[src/rtl/ex_hazard_ctrl_if.sv]
// Hazard-control bundle between the pipeline datapath (master) and ex_hazard_ctrl (slave).
// HAZ_PERF_CNT_EN adds the stall_cnt/flush_cnt performance counters.
interface ex_hazard_ctrl_if #(
    parameter int REG_AW = 4
);
    logic [REG_AW-1:0] id_rs;
    logic [REG_AW-1:0] id_rt;
    logic              id_uses_rs;
    logic              id_uses_rt;
    logic              id_hlt;
    logic [REG_AW-1:0] ex_rs;
    logic [REG_AW-1:0] ex_rt;
    logic [REG_AW-1:0] ex_dst;
    logic              ex_mem_read;
    logic [REG_AW-1:0] mem_dst;
    logic [REG_AW-1:0] wb_dst;
    logic              mem_we;
    logic              wb_we;
    logic              br_taken;
    logic              mem_busy;

    logic              src0_fwd;
    logic              src1_fwd;
    logic              src0_memex_fwd;
    logic              src1_memex_fwd;
    logic              stall;
    logic              flush_ifid;
    logic              flush_idex;
    logic              halted;
    logic [1:0]        state_dbg;
`ifdef HAZ_PERF_CNT_EN
    logic [15:0]       stall_cnt;
    logic [15:0]       flush_cnt;
`endif

    // No valid/ready handshake here: every signal is a per-cycle level sampled
    // by the pipeline registers on the rising clock edge.
    modport master (
        output id_rs, id_rt, id_uses_rs, id_uses_rt, id_hlt,
        output ex_rs, ex_rt, ex_dst, ex_mem_read,
        output mem_dst, wb_dst, mem_we, wb_we, br_taken, mem_busy,
`ifdef HAZ_PERF_CNT_EN
        input  stall_cnt, flush_cnt,
`endif
        input  src0_fwd, src1_fwd, src0_memex_fwd, src1_memex_fwd,
        input  stall, flush_ifid, flush_idex, halted, state_dbg
    );

    modport slave (
        input  id_rs, id_rt, id_uses_rs, id_uses_rt, id_hlt,
        input  ex_rs, ex_rt, ex_dst, ex_mem_read,
        input  mem_dst, wb_dst, mem_we, wb_we, br_taken, mem_busy,
`ifdef HAZ_PERF_CNT_EN
        output stall_cnt, flush_cnt,
`endif
        output src0_fwd, src1_fwd, src0_memex_fwd, src1_memex_fwd,
        output stall, flush_ifid, flush_idex, halted, state_dbg
    );
endinterface

[src/rtl/ex_hazard_ctrl.sv]
// EX-stage hazard scheduler: operand forwarding, load-use stall, branch flush, HLT drain.
// Optional HAZ_PERF_CNT_EN adds saturating stall/flush event counters.
module ex_hazard_ctrl #(
    parameter int REG_AW    = 4,
    parameter int DRAIN_CYC = 3
) (
    input logic          clk,
    input logic          rst,
    ex_hazard_ctrl_if.slave hz
);
    localparam int CW = (DRAIN_CYC > 1) ? $clog2(DRAIN_CYC) : 1;

    typedef enum logic [1:0] {
        ST_RUN   = 2'd0,
        ST_DRAIN = 2'd1,
        ST_HALT  = 2'd2
    } state_t;

    state_t          state_q, state_d;
    logic [CW-1:0]   cnt_q, cnt_d;
    logic            lu_q, lu_d;
    logic            lu_raw, lu_stall;
    logic            stall_c, flush_ifid_c, flush_idex_c;
    logic            s0_mem, s0_wb, s1_mem, s1_wb;

    // R0 is hardwired zero, so a zero source never takes a forwarded value.
    assign s0_mem = hz.mem_we && (hz.mem_dst == hz.ex_rs) && (hz.ex_rs != '0);
    assign s0_wb  = hz.wb_we  && (hz.wb_dst  == hz.ex_rs) && (hz.ex_rs != '0);
    assign s1_mem = hz.mem_we && (hz.mem_dst == hz.ex_rt) && (hz.ex_rt != '0);
    assign s1_wb  = hz.wb_we  && (hz.wb_dst  == hz.ex_rt) && (hz.ex_rt != '0);

    assign hz.src0_fwd       = s0_mem | s0_wb;
    assign hz.src0_memex_fwd = s0_mem;
    assign hz.src1_fwd       = s1_mem | s1_wb;
    assign hz.src1_memex_fwd = s1_mem;

    // lu_q blocks a second back-to-back load-use stall: the bubble is already in EX.
    assign lu_raw = hz.ex_mem_read && (hz.ex_dst != '0) && !lu_q &&
                    ((hz.id_uses_rs && (hz.id_rs == hz.ex_dst)) ||
                     (hz.id_uses_rt && (hz.id_rt == hz.ex_dst)));

    always_ff @(posedge clk or posedge rst) begin
        if (rst) begin
            state_q <= ST_RUN;
            cnt_q   <= '0;
            lu_q    <= 1'b0;
        end else begin
            state_q <= state_d;
            cnt_q   <= cnt_d;
            lu_q    <= lu_d;
        end
    end

    always_comb begin
        state_d      = state_q;
        cnt_d        = cnt_q;
        lu_stall     = 1'b0;
        stall_c      = 1'b0;
        flush_ifid_c = 1'b0;
        flush_idex_c = 1'b0;
        if (hz.mem_busy) begin
            stall_c = 1'b1;
        end else begin
            unique case (state_q)
                ST_RUN: begin
                    if (hz.br_taken) begin
                        flush_ifid_c = 1'b1;
                        flush_idex_c = 1'b1;
                    end else if (lu_raw) begin
                        lu_stall     = 1'b1;
                        stall_c      = 1'b1;
                        flush_idex_c = 1'b1;
                    end else if (hz.id_hlt) begin
                        state_d = ST_DRAIN;
                        cnt_d   = CW'(DRAIN_CYC - 1);
                    end
                end
                ST_DRAIN: begin
                    // An older taken branch in EX squashes the HLT behind it.
                    if (hz.br_taken) begin
                        flush_ifid_c = 1'b1;
                        flush_idex_c = 1'b1;
                        state_d      = ST_RUN;
                        cnt_d        = '0;
                    end else begin
                        stall_c      = 1'b1;
                        flush_ifid_c = 1'b1;
                        if (cnt_q == '0) state_d = ST_HALT;
                        else             cnt_d   = cnt_q - CW'(1);
                    end
                end
                ST_HALT: begin
                    stall_c      = 1'b1;
                    flush_ifid_c = 1'b1;
                end
                default: begin
                    state_d = ST_RUN;
                    cnt_d   = '0;
                end
            endcase
        end
        lu_d = hz.mem_busy ? lu_q : lu_stall;
    end

    assign hz.stall      = stall_c      & ~rst;
    assign hz.flush_ifid = flush_ifid_c & ~rst;
    assign hz.flush_idex = flush_idex_c & ~rst;
    assign hz.halted     = (state_q == ST_HALT);
    assign hz.state_dbg  = state_q;

`ifdef HAZ_PERF_CNT_EN
    logic [15:0] stall_cnt_q, flush_cnt_q;

    always_ff @(posedge clk or posedge rst) begin
        if (rst) begin
            stall_cnt_q <= '0;
            flush_cnt_q <= '0;
        end else if (state_q != ST_HALT) begin
            if ((hz.mem_busy || lu_stall) && (stall_cnt_q != 16'hFFFF))
                stall_cnt_q <= stall_cnt_q + 16'd1;
            if (hz.br_taken && (flush_cnt_q != 16'hFFFF))
                flush_cnt_q <= flush_cnt_q + 16'd1;
        end
    end

    assign hz.stall_cnt = stall_cnt_q;
    assign hz.flush_cnt = flush_cnt_q;
`endif
endmodule
[src/flat_wrapper.sv]
// flat-port wrapper written by rule: the top's interface ports become plain ports
module ex_hazard_ctrl_flat 
#(
    parameter int REG_AW    = 4,
    parameter int DRAIN_CYC = 3
)
  (clk, rst, hz_id_rs, hz_id_rt, hz_id_uses_rs, hz_id_uses_rt, hz_id_hlt, hz_ex_rs, hz_ex_rt, hz_ex_dst, hz_ex_mem_read, hz_mem_dst, hz_wb_dst, hz_mem_we, hz_wb_we, hz_br_taken, hz_mem_busy, hz_src0_fwd, hz_src1_fwd, hz_src0_memex_fwd, hz_src1_memex_fwd, hz_stall, hz_flush_ifid, hz_flush_idex, hz_halted, hz_state_dbg);
  ex_hazard_ctrl_if #(.REG_AW(REG_AW)) hz_i ();
  input logic clk;
  input logic rst;
  input wire logic [$bits(hz_i.id_rs)-1:0] hz_id_rs;
  input wire logic [$bits(hz_i.id_rt)-1:0] hz_id_rt;
  input wire logic [$bits(hz_i.id_uses_rs)-1:0] hz_id_uses_rs;
  input wire logic [$bits(hz_i.id_uses_rt)-1:0] hz_id_uses_rt;
  input wire logic [$bits(hz_i.id_hlt)-1:0] hz_id_hlt;
  input wire logic [$bits(hz_i.ex_rs)-1:0] hz_ex_rs;
  input wire logic [$bits(hz_i.ex_rt)-1:0] hz_ex_rt;
  input wire logic [$bits(hz_i.ex_dst)-1:0] hz_ex_dst;
  input wire logic [$bits(hz_i.ex_mem_read)-1:0] hz_ex_mem_read;
  input wire logic [$bits(hz_i.mem_dst)-1:0] hz_mem_dst;
  input wire logic [$bits(hz_i.wb_dst)-1:0] hz_wb_dst;
  input wire logic [$bits(hz_i.mem_we)-1:0] hz_mem_we;
  input wire logic [$bits(hz_i.wb_we)-1:0] hz_wb_we;
  input wire logic [$bits(hz_i.br_taken)-1:0] hz_br_taken;
  input wire logic [$bits(hz_i.mem_busy)-1:0] hz_mem_busy;
  output wire logic [$bits(hz_i.src0_fwd)-1:0] hz_src0_fwd;
  output wire logic [$bits(hz_i.src1_fwd)-1:0] hz_src1_fwd;
  output wire logic [$bits(hz_i.src0_memex_fwd)-1:0] hz_src0_memex_fwd;
  output wire logic [$bits(hz_i.src1_memex_fwd)-1:0] hz_src1_memex_fwd;
  output wire logic [$bits(hz_i.stall)-1:0] hz_stall;
  output wire logic [$bits(hz_i.flush_ifid)-1:0] hz_flush_ifid;
  output wire logic [$bits(hz_i.flush_idex)-1:0] hz_flush_idex;
  output wire logic [$bits(hz_i.halted)-1:0] hz_halted;
  output wire logic [$bits(hz_i.state_dbg)-1:0] hz_state_dbg;
  assign hz_i.id_rs = hz_id_rs;
  assign hz_i.id_rt = hz_id_rt;
  assign hz_i.id_uses_rs = hz_id_uses_rs;
  assign hz_i.id_uses_rt = hz_id_uses_rt;
  assign hz_i.id_hlt = hz_id_hlt;
  assign hz_i.ex_rs = hz_ex_rs;
  assign hz_i.ex_rt = hz_ex_rt;
  assign hz_i.ex_dst = hz_ex_dst;
  assign hz_i.ex_mem_read = hz_ex_mem_read;
  assign hz_i.mem_dst = hz_mem_dst;
  assign hz_i.wb_dst = hz_wb_dst;
  assign hz_i.mem_we = hz_mem_we;
  assign hz_i.wb_we = hz_wb_we;
  assign hz_i.br_taken = hz_br_taken;
  assign hz_i.mem_busy = hz_mem_busy;
  assign hz_src0_fwd = hz_i.src0_fwd;
  assign hz_src1_fwd = hz_i.src1_fwd;
  assign hz_src0_memex_fwd = hz_i.src0_memex_fwd;
  assign hz_src1_memex_fwd = hz_i.src1_memex_fwd;
  assign hz_stall = hz_i.stall;
  assign hz_flush_ifid = hz_i.flush_ifid;
  assign hz_flush_idex = hz_i.flush_idex;
  assign hz_halted = hz_i.halted;
  assign hz_state_dbg = hz_i.state_dbg;
  ex_hazard_ctrl #(.REG_AW(REG_AW), .DRAIN_CYC(DRAIN_CYC)) u_core (.clk(clk), .rst(rst), .hz(hz_i));
endmodule
[config.mk]
export PLATFORM = sky130hd
export DESIGN_NAME = ex_hazard_ctrl_flat
export DESIGN_NICKNAME = d
export VERILOG_FILES = /design/src/rtl/ex_hazard_ctrl_if.sv /design/src/rtl/ex_hazard_ctrl.sv /design/src/flat_wrapper.sv
export SDC_FILE = /design/constraint.sdc
export NUM_CORES = 1
export LEC_CHECK = 0
export CORE_MARGIN = 3
export CORE_UTILIZATION = 39
export DETAILED_ROUTE_END_ITERATION = 7
export GPL_TIMING_DRIVEN = 0
export PLACE_DENSITY_LB_ADDON = 0.08
export SETUP_SLACK_MARGIN = 0.02
export SYNTH_ARGS = -nofsm -noshare
export SYNTH_HDL_FRONTEND = slang
export SYNTH_SLANG_ARGS = --single-unit
export TNS_END_PERCENT = 100
[constraint.sdc]
create_clock -name clk -period 4.5 [get_ports clk]
set_input_delay 1.35 -clock clk [delete_from_list [all_inputs] [get_ports clk]]
set_output_delay 1.35 -clock clk [all_outputs]
set_load 0.05 [all_outputs]
# == Yosys cells after proc, flatten, opt, wreduce, memory -nomap -nowiden ==
# Index checks and enable logic that the tools add are counted.
# word_totals
latchBits,0
register_bits,5
wordCells,72
input_bits,38
mem_bits_rw,0
out_inout_bits,10
rom_bits,0
memories,0
# classes
n_mux,24
div_mod_pow,0
reduce_logical,23
n_lt_le_gt_ge,0
mul,0
addsub,1
shift,0
n_eq_ne,13
bitwise_logic,8
# op_table
op,count
4-bit equality test,6
2-bit two-way mux,10
1-bit logical AND,13
2-bit case mux with 3 select lines,2
6-bit AND reduction,2
4-bit nonzero test,3
1-bit two-way mux,9
"2-bit inequality test, second input constant",3
2-bit logical NOT,2
1-bit case mux with 2 select lines,2
1-bit AND,3
"3-bit by 2-bit inequality test with 1-bit output, second input constant",1
"3-bit inequality test, second input constant",1
1-bit inverter,3
1-bit case mux with 3 select lines,1
"2-bit by 1-bit equality test with 1-bit output, second input constant",1
"2-bit equality test, second input constant",1
1-bit OR,2
2-bit OR reduction,1
"2-bit by 1-bit subtractor with 2-bit output, second input constant",1
1-bit logical NOT,1
1-bit logical OR,1

# == Depth between registers and ports, before layout ==
# Gate-level depths: netlist of the first run.
# depth
word_depth,9
depth_mapped,7
ltp_nobuf,7

# == Least setup slack after synthesis of the first run ==
# Ideal clock, no wire load.
# synth_path
path_kind,input to output
startpoint,input hz_id_rs[0]
endpoint,output hz_stall
path_buffers,0
stages,5
arrival_time_ps,3289
required_time_ps,3150
slack_ps,-139
path_cell_list,inv_1 a222oi_1 and4bb_4 nor2_1 a221oi_1
# synth_between
elab_chain_cells,9
# synth_rtl
item,line,source
"start, declared",flat_wrapper.sv:11,input wire logic [$bits(hz_i.id_rs)-1:0] hz_id_rs;
4-bit equality test,ex_hazard_ctrl.sv:39,((hz.id_uses_rs && (hz.id_rs == hz.ex_dst)) ||
1-bit logical AND,ex_hazard_ctrl.sv:39,
1-bit logical OR,ex_hazard_ctrl.sv:39,
1-bit logical AND,ex_hazard_ctrl.sv:38,assign lu_raw = hz.ex_mem_read && (hz.ex_dst != '0) && !lu_q &&
1-bit two-way mux,ex_hazard_ctrl.sv:69,end else if (lu_raw) begin
1-bit two-way mux,ex_hazard_ctrl.sv:66,if (hz.br_taken) begin
1-bit case mux with 3 select lines,ex_hazard_ctrl.sv:64,unique case (state_q)
1-bit two-way mux,ex_hazard_ctrl.sv:61,if (hz.mem_busy) begin
1-bit AND,ex_hazard_ctrl.sv:105,assign hz.stall = stall_c & ~rst;
"end, declared",flat_wrapper.sv:30,output wire logic [$bits(hz_i.stall)-1:0] hz_stall;
# Every way passes these cells.

# == Worst setup path in the final report of the first run ==
# layout_path
startpoint,input hz_ex_dst[3]
endpoint,output hz_stall
# layout_between
elab_chain_cells,9
elab_cells_between_ends,14
cone_classes,eq/ne: 2; mux: 4; bitwise: 1; reduce/logical: 7
# layout_rtl
item,line,source
"start, declared",flat_wrapper.sv:18,input wire logic [$bits(hz_i.ex_dst)-1:0] hz_ex_dst;
"4-bit equality test, or another cell as far along",ex_hazard_ctrl.sv:39,
1-bit logical AND (on tied branches),"ex_hazard_ctrl.sv:39, ex_hazard_ctrl.sv:40, ex_hazard_ctrl.sv:38",
1-bit logical OR or 1-bit logical AND (tied branches),"ex_hazard_ctrl.sv:39, ex_hazard_ctrl.sv:38",
1-bit logical AND (*),ex_hazard_ctrl.sv:38,
1-bit two-way mux (*),ex_hazard_ctrl.sv:69,
1-bit two-way mux (*),ex_hazard_ctrl.sv:66,
1-bit case mux with 3 select lines (*),ex_hazard_ctrl.sv:64,
1-bit two-way mux (*),ex_hazard_ctrl.sv:61,
1-bit AND (*),ex_hazard_ctrl.sv:105,
# Mark *: on every way between the ends. The rest lies on a longest branch, timed or not.

==> results of run 1 <==
tightest hold or removal path, delay by kind of cell (launching register included):
kind	cells	cell delay, ns
flops	1	0.37
simple gates	1	0.07
compound gates	1	0.06
state kept, by name, summed over array words and instances, names as in the netlist:
| register | cells |
|---|---|
| u_core.lu_q | 1 |
| u_core.hz.state_dbg | 2 |
| u_core.cnt_q | 2 |
cell families (layout without fill, tap and decap cells):
family                     count (synthesis)  after routing
and+or+nand+nor                           36             36
AOI/OAI and AO/OA                         20             20
xor gates and xnor gates                  17             17
buffers and inverters                     11             68
adders and majority gates                  5              5
DFF                                        5              5
muxes                                      1              1
area by class of cell:
class	instances	area, sq um	area share, %
Multi-Input combinational cell	79	613	45.1
Timing Repair Buffer	53	520	38.3
Clock buffer	3	22.5	1.66
Sequential cell	5	125	9.21
Tap cell	25	31.3	2.30
Inverter	11	41.3	3.04
Clock inverter	1	5.00	0.368
per-stage QoR:
step / power [mW] / instance area [sq um] / utilization [%] / setup TNS (ns)
floorplan: 0.284 / 769 / - / 0
global placement: 0.383 / 1270 / 71.3 / -1.32
detailed placement: 0.394 / 1270 / 71.3 / -1.46
CTS: 0.452 / 1300 / 72.8 / 0
global route: 0.486 / 1360 / 76.2 / 0
finish: 0.450 / 1360 / 76.2 / 0
power breakdown:
| group | total [mW] | switching, mW | internal (mW) |
|---|---|---|---|
| combinational | 0.318 | 0.179 | 0.139 |
| clock | 0.0539 | 0.0216 | 0.0323 |
| sequential | 0.0780 | 0.0153 | 0.0627 |
| total | 0.450 | 0.216 | 0.234 |
cells in the mapped netlist (2+ instances only):
cell type  number
o21ai_0         3
o21bai_1        2
dfrtp_1         5
nand4_1         4
xnor2_1        13
xor2_1          4
nand2_1         4
nor3_1         11
a21oi_1         7
nand2b_1        4
inv_1          11
nor2_1          5
ha_1            5
worst paths after layout:
kind,start,endpoint,slack [ns],cells past startpoint
setup / recovery,hz_ex_dst[3],hz_stall,0.11,7
hold / removal,u_core.lu_q$_DFFE_PP0N_,u_core.lu_q$_DFFE_PP0N_,0.53,2
setup reg to reg,u_core.hz.state_dbg[0]$_DFFE_PP0P_,u_core.hz.state_dbg[0]$_DFFE_PP0P_,2.49,8
hold reg to reg,u_core.lu_q$_DFFE_PP0N_,u_core.lu_q$_DFFE_PP0N_,0.53,2
max in group asynchronous,rst,u_core.cnt_q[0]$_DFFE_PP0P_,2.90,2
min in group asynchronous,rst,u_core.hz.state_dbg[1]$_DFFE_PP0P_,1.40,2
metal layers:
metal / vias to the layer above / global-route usage, % / share of wire (%)
met5: - / 0 / 0
met2: 45 / 35.4 / 47
met4: 0 / 7.37 / 2.2
met3: 9 / 5.74 / 7.6
met1: 423 / 23.9 / 43
li1: 461 / - / -
repair_timing:
action | in CTS | in global routing
resized for setup | 17 | 5
pin swaps | 0 | 4
buffers inserted | 0 | 6
endpoints found under the setup margin | 5 | 4
==> metrics, run 1 <==
total track usage=20.6%; worst hold path type=flop to flop; Post-synth ARST share=100%; EDFF count, synth=0; Most used DFF post-synth=dfrtp_1; Max Root-Sink Buffers=2; Num CTS Buffers=3; die width=50.1 um; initial antenna violation count=0; largest family of logic cells by synthesized area=simple AND/OR/NAND/NOR gates; HPWL after detailed placement=2.03 mm; Routed WL=~2.5 mm; vias in the first global route=941; clk_lat worst skew=0.25 ns; Inst Count DP=167; clock sinks=5; commonest non-fill, non-tap cell in the layout=clkdlybuf4s50_1; top-area cell type share of the netlist area=16.5%; first-pass GRT wire length=between 4 and 5 mm; aggregate global routing overflow=0; Final setup viols=0; clock root cell=clkbuf_4; post-synthesis adder-cell area fraction=8.25%; vias=938; Max Freq=around 230 MHz; CP arrival=between 3 and 4 ns; Mapped Cells=between 90 and 100; status=finished, final reports clean; post-synthesis xor/xnor area fraction=19.6%; I/O pins=48; clock skew=0.00659 ns; fin crit share=97.6%; IO buf count=47; compound-gate portion of the synthesized area=17.7%; DR pass1 iterations=4; fin cells=177; FP Rows=15; Max Transition Viols Final=0; Die Area=2510 sq um; Area Overhead vs Synth=79.2%; Final #Nets=between 150 and 200; RSZ-0062 raised after global routing=no; Remaining DRCs=0; Netlist cell types=30; Relative slew margins=66.4%; CP cell instances=clkdlybuf4s50_1, inv_1, a222oi_1, and4bb_4, nor2_1, a221oi_2, buf_6; Syn. warnings=0; synthesized flop and latch total=5; mux contribution to synthesized area=1.49%; worst stage delay on the critical path=0.53 ns; max_cap viols=0; Iteration-0 DRC Markers=16; Least-Margin Pin Slew=between 0.5 and 0.6 ns; final hold violations=0; Crit Path Max Fanout=4; Post-Syn Area=758 sq um; fill count=133; Critical Path Slowest Stage Cell=clkdlybuf4s50_1; Die Y=50.1 um; type of origin of the critical path=input port; CP endpoint kind=output port; syn_nets=between 100 and 150; pre-CTS WS=-0.613 ns; commonest non-fill, non-tap cells in the layout=38 x clkdlybuf4s50_1, 13 x xnor2_1, 11 x inv_1; final weighted congestion in routability-driven placement=between 0.8 and 0.9; leakage power=0.606 nW; Top delay family on crit path=buffers and inverters; Critical Setup Path Class=input port to output port; synthesized-area fraction occupied by and/or/nand/nor cells=31.0%; Initial Util=42.5%; share of post-route cells with drive strength above 1=between 10 and 15%; top cells by area, synth=dfrtp_1 17%, xnor2_1 15%, ha_1 8.3%; Worst Path Buf+Inv=3; Worst Path Required=~3.2 ns; worst setup margin=0.107 ns; hold slack=0.533 ns; Pwr Density=331 nW/um^2; clk slew on worst S/H paths=0.05 ns; WL/cell=14.0 um; hold buffers post-CTS=0; H-tree depth=1; Mean Syn Cell Area=7.98 sq um; DR vias/cell=5.30; register area share after synthesis=16.5%; min Tclk post-route=4.39 ns; Core ar.=approximately 1800 sq um; CTS tree=built; Detail Route Antenna Nets=0; largest net degree at the start of global routing=8; VDD IR-drop max=~0.31 mV; # diodes=0; post-synth top area cell=dfrtp_1
No activity file was read; power rests on OpenSTA's default activity.
==> run 2: changes to the inputs <==
CORE_AREA = 2 2 39 41   (was unset)
CORE_MARGIN = unset   (was 3)
CORE_UTILIZATION = unset   (was 39)
DIE_AREA = 0 0 41 43   (was unset)
DONT_BUFFER_PORTS = 1   (was unset)
==> metrics, run 2 (synthesized netlist as in run 1, its figures left out) <==
clk slew on worst S/H paths=0.05 ns; Iteration-0 DRC Markers=18; clock sinks=5; DR top layer=met4; max_cap viols=0; H-tree depth=1; Critical Path Slowest Stage Cell=a221oi_2; Routed WL=between 1.5 and 2 mm; Setup Buffers After CTS=0; Die Area=1760 sq um; vias in the first global route=slightly below 700; VDD IR-drop max=0.289 mV; final weighted congestion in routability-driven placement=0.785; HPWL after detailed placement=1.46 mm; clock root cell=clkbuf_4; Final Core Density=59.4%; CP cell instances=inv_1, a222oi_1, and4bb_4, nor2_1, a221oi_2; initial antenna violation count=0; status=finished, final reports clean; aggregate global routing overflow=0; Setup TNS=0 ns; largest net degree at the start of global routing=8; RSZ-0062 raised after global routing=no; Initial Util=between 50% and 60%; Least-Margin Pin Slew=1.18 ns; commonest non-fill, non-tap cell in the layout=xnor2_1; Critical Setup Path Class=input port to output port; Relative slew margins=approximately a fifth; Core ar.=1380 sq um; min Tclk post-route=4.28 ns; Area Overhead vs Synth=8.42%; PostCTS Resize Cnt=0; die width=41 um; Worst Path Required=3.15 ns; worst hold path type=flop to flop; type of origin of the critical path=input port; final hold violations=0; commonest non-fill, non-tap cells in the layout=13 x xnor2_1, 11 x nor3_1, 11 x inv_1; WL/cell=14.8 um; Die Y=~43 um; Met1 Routed Length=659 um; CTS tree=built; Final setup viols=0; # diodes=0; Max Freq=between 200 and 250 MHz; Pwr Density=449 nW/um^2; Crit Path Max Fanout=5; DR pass1 iterations=4; fin crit share=~95%; worst stage delay on the critical path=roughly 0.80 ns; Final #Nets=between 100 and 150; metal2 WL=891 um; met3 wire len=145 um; share of post-route cells with drive strength above 1=11.1%; I/O pins=48; Max Transition Viols Final=0; DR vias/cell=6.21; leakage power=0.315 nW; clk_lat worst skew=0.24 ns; total track usage=between 20% and 30%; vias=714; hold slack=0.488 ns; clock skew=0.00115 ns; FP Rows=14; Max Root-Sink Buffers=2; hold buffers post-CTS=0; CP endpoint kind=output port; Remaining DRCs=0; Num CTS Buffers=3; Detail Route Antenna Nets=0; IO buf count=0; first-pass GRT wire length=roughly 2.5 mm; CP arrival=2.93 ns
## run 2: cell types whose count changed in the layout (fill, tap and decap cells not counted)
cell / change
clkbuf_1: +1
nor4_1: -1
dlymetal6s2s_1: -4
clkinv_2: -1
nor4_2: +1
dlygate4sd2_1: -3
buf_4: -7
clkdlybuf4s50_1: -38
nor3_2: -2
nor3_1: +2
buf_6: -1
## run 2: worst max-delay path, delay by kind of cell
kind / cells / cell delay (ns)
AND/OR/NAND/NOR: 2 / 0.44
AO/OA/AOI/OAI: 2 / 1.11
buffers and inverters: 1 / 0.02
## run 2: area by class of cell
type,instances,area (sq um)
Clock buffer,4,26.3
Fill cell,141,562
Inverter,11,41.3
Multi-Input combinational cell,79,609
Sequential cell,5,125
Tap cell,16,20.0
## run 2: final timing paths
check                                                    from                                 end  slack, ns  cells after the start
max in group asynchronous                                 rst         u_core.cnt_q[0]$_DFFE_PP0P_       3.39                      1
max                                               hz_id_rs[0]                            hz_stall       0.22                      5
min reg2reg                           u_core.lu_q$_DFFE_PP0N_             u_core.lu_q$_DFFE_PP0N_       0.49                      2
min                                   u_core.lu_q$_DFFE_PP0N_             u_core.lu_q$_DFFE_PP0N_       0.49                      2
max reg2reg                u_core.hz.state_dbg[0]$_DFFE_PP0P_  u_core.hz.state_dbg[0]$_DFFE_PP0P_       2.02                      6
min in group asynchronous                                 rst  u_core.hz.state_dbg[1]$_DFFE_PP0P_       0.92                      1
## run 2: through the flow
step	cells	area (sq um)	power [mW]	setup slack (ns)
final	115	822	0.369	0.225
after floorplan	95	769	0.284	0.245
after CTS	115	822	0.371	0.219
after global routing	115	822	0.401	0.149
after detailed placement	111	796	0.317	0.219
after global placement	111	790	0.310	0.210
## run 2: metal layers
| layer | up-vias | track usage [%] |
|---|---|---|
| li1 | 352 | - |
| met1 | 329 | 20.1 |
| met2 | 31 | 37.8 |
| met3 | 2 | 2.62 |
| met4 | 0 | 8.00 |
| met5 | - | 0 |
## run 2: power breakdown
part	internal (mW)	leakage [nW]	switching [mW]	total [mW]
combinational	0.0837	0.237	0.126	0.210
sequential	0.0620	0.0636	0.0446	0.107
clock	0.0336	0.0150	0.0189	0.0525
total	0.179	0.315	0.190	0.369
==> run 3: changes to the inputs <==
GPL_TIMING_DRIVEN = unset   (was 0)
SKIP_CTS_REPAIR_TIMING = 1   (was unset)
==> metrics, run 3 (synthesized netlist as in run 1, its figures left out) <==
Final #Nets=148; worst stage delay on the critical path=0.72 ns; sw frac=between 50% and 60%; fin cells=120; clk slew on worst S/H paths=0.04 ns; IO buf count=0; Final Core Density=a little over 60%; I/O pins=48; Net Sw Power=about 0.19 mW; multi-input logic area=609 sq um; Least-Margin Pin Slew=0.919 ns; fill count=140; worst setup margin=0.403 ns; max_cap viols=0; Max Root-Sink Buffers=2; clock share of power=between 10% and 20%; Critical Setup Path Class=input port to output port; CP endpoint kind=output port; aggregate global routing overflow=0; Die Area=1760 sq um; fin crit share=91.0%; Top Usage Layer GRT=met2; met2 Use GR=between 30 and 40%; commonest non-fill, non-tap cells in the layout=13 x xnor2_1, 11 x nor3_1, 11 x inv_1; Top delay family on crit path=simple AND/OR/NAND/NOR gates; sequential power share=~28%; Relative slew margins=about two fifths; leakage power=0.342 nW; final weighted congestion in routability-driven placement=0.773; largest net degree at the start of global routing=8; Detail Route Antenna Nets=0; commonest non-fill, non-tap cell in the layout=xnor2_1; clock sinks=5; clk_lat worst skew=0.24 ns; FP Rows=14; Worst Path Required=between 3 and 4 ns; die width=41 um; vias in the first global route=about 700; Setup TNS=0 ns; type of origin of the critical path=input port; placed inst area=about 830 sq um; final cell area excluding filler cells=860 sq um; share of post-route cells with drive strength above 1=15.4%; CP arrival=2.75 ns; Critical Path Slowest Stage Cell=nor2_1; clock root cell=clkbuf_4; Iteration-0 DRC Markers=13; VDD IR-drop max=0.298 mV; total track usage=between 20% and 30%; Crit Path Max Fanout=3; Final setup viols=0; RSZ-0062 raised after global routing=no; Num CTS Buffers=3; pre-CTS WS=0.387 ns; Pwr Density=between 400 and 500 nW/um^2; hold slack=~0.50 ns; # diodes=0; initial antenna violation count=0; CP cell instances=xnor2_1, nand4_1, nor2_1, o21bai_1, buf_4; Core ar.=1380 sq um; worst hold path type=flop to flop; Area Overhead vs Synth=13.4%; CTS tree=built; Initial Util=between 50% and 60%; Gate power share=about three fifths; Max Transition Viols Final=0; H-tree depth=1; clock skew=0.00411 ns; Routed WL=1.67 mm; Sequential cell area=125 sq um; HPWL after detailed placement=between 1.5 and 2 mm; Internal Pwr Total=0.188 mW; Remaining DRCs=0; WL/cell=13.9 um; final hold violations=0; min Tclk post-route=approximately 4.1 ns; DR pass1 iterations=4; Inst Count DP=116; status=finished, final reports clean; Die Y=43 um; Final Power=0.379 mW; first-pass GRT wire length=about 2.6 mm; DR vias/cell=5.98; Max Freq=around 240 MHz; grt met3 use=3.14%; vias=717; Worst Path Buf+Inv=1; grt met1 use=21.5%
==> run 3: metal layers <==
metal	routed length [um]	part of all wire, %
met4	19	1.1
met1	587	35
met5	0	0
met3	150	9.0
met2	910	55
==> run 3: worst min-delay path, cell delays in order, from the launching register on <==
cell     delay, ns
dfrtp_1       0.35
nand2_1       0.05
o31ai_1       0.06
==> run 3: final timing paths <==
| path | startpoint | to | slack, ns | cells after the start |
|---|---|---|---|---|
| max in group asynchronous | rst | u_core.cnt_q[0]$_DFFE_PP0P_ | 3.42 | 1 |
| hold reg to reg | u_core.lu_q$_DFFE_PP0N_ | u_core.lu_q$_DFFE_PP0N_ | 0.50 | 2 |
| min in group asynchronous | rst | u_core.hz.state_dbg[1]$_DFFE_PP0P_ | 0.90 | 1 |
| hold / removal | u_core.lu_q$_DFFE_PP0N_ | u_core.lu_q$_DFFE_PP0N_ | 0.50 | 2 |
| setup reg to reg | u_core.hz.state_dbg[0]$_DFFE_PP0P_ | u_core.hz.state_dbg[0]$_DFFE_PP0P_ | 2.03 | 6 |
| setup / recovery | hz_mem_dst[0] | hz_src1_fwd | 0.40 | 5 |
==> run 3: power groups by stage <==
stage / registers (mW) / logic (mW) / clock network, mW
floorplan: 0.103 / 0.180 / 0
global placement: 0.106 / 0.218 / 0
detailed placement: 0.108 / 0.224 / 0
CTS: 0.107 / 0.225 / 0.0523
global route: 0.110 / 0.249 / 0.0577
finish: 0.107 / 0.222 / 0.0509
==> run 3: area by class of cell <==
cell class / instances / area share, %
Timing Repair Buffer: 5 / 4.37
Multi-Input combinational cell: 79 / 70.9
Clock buffer: 4 / 3.06
Tap cell: 16 / 2.33
Inverter: 11 / 4.80
Sequential cell: 5 / 14.6
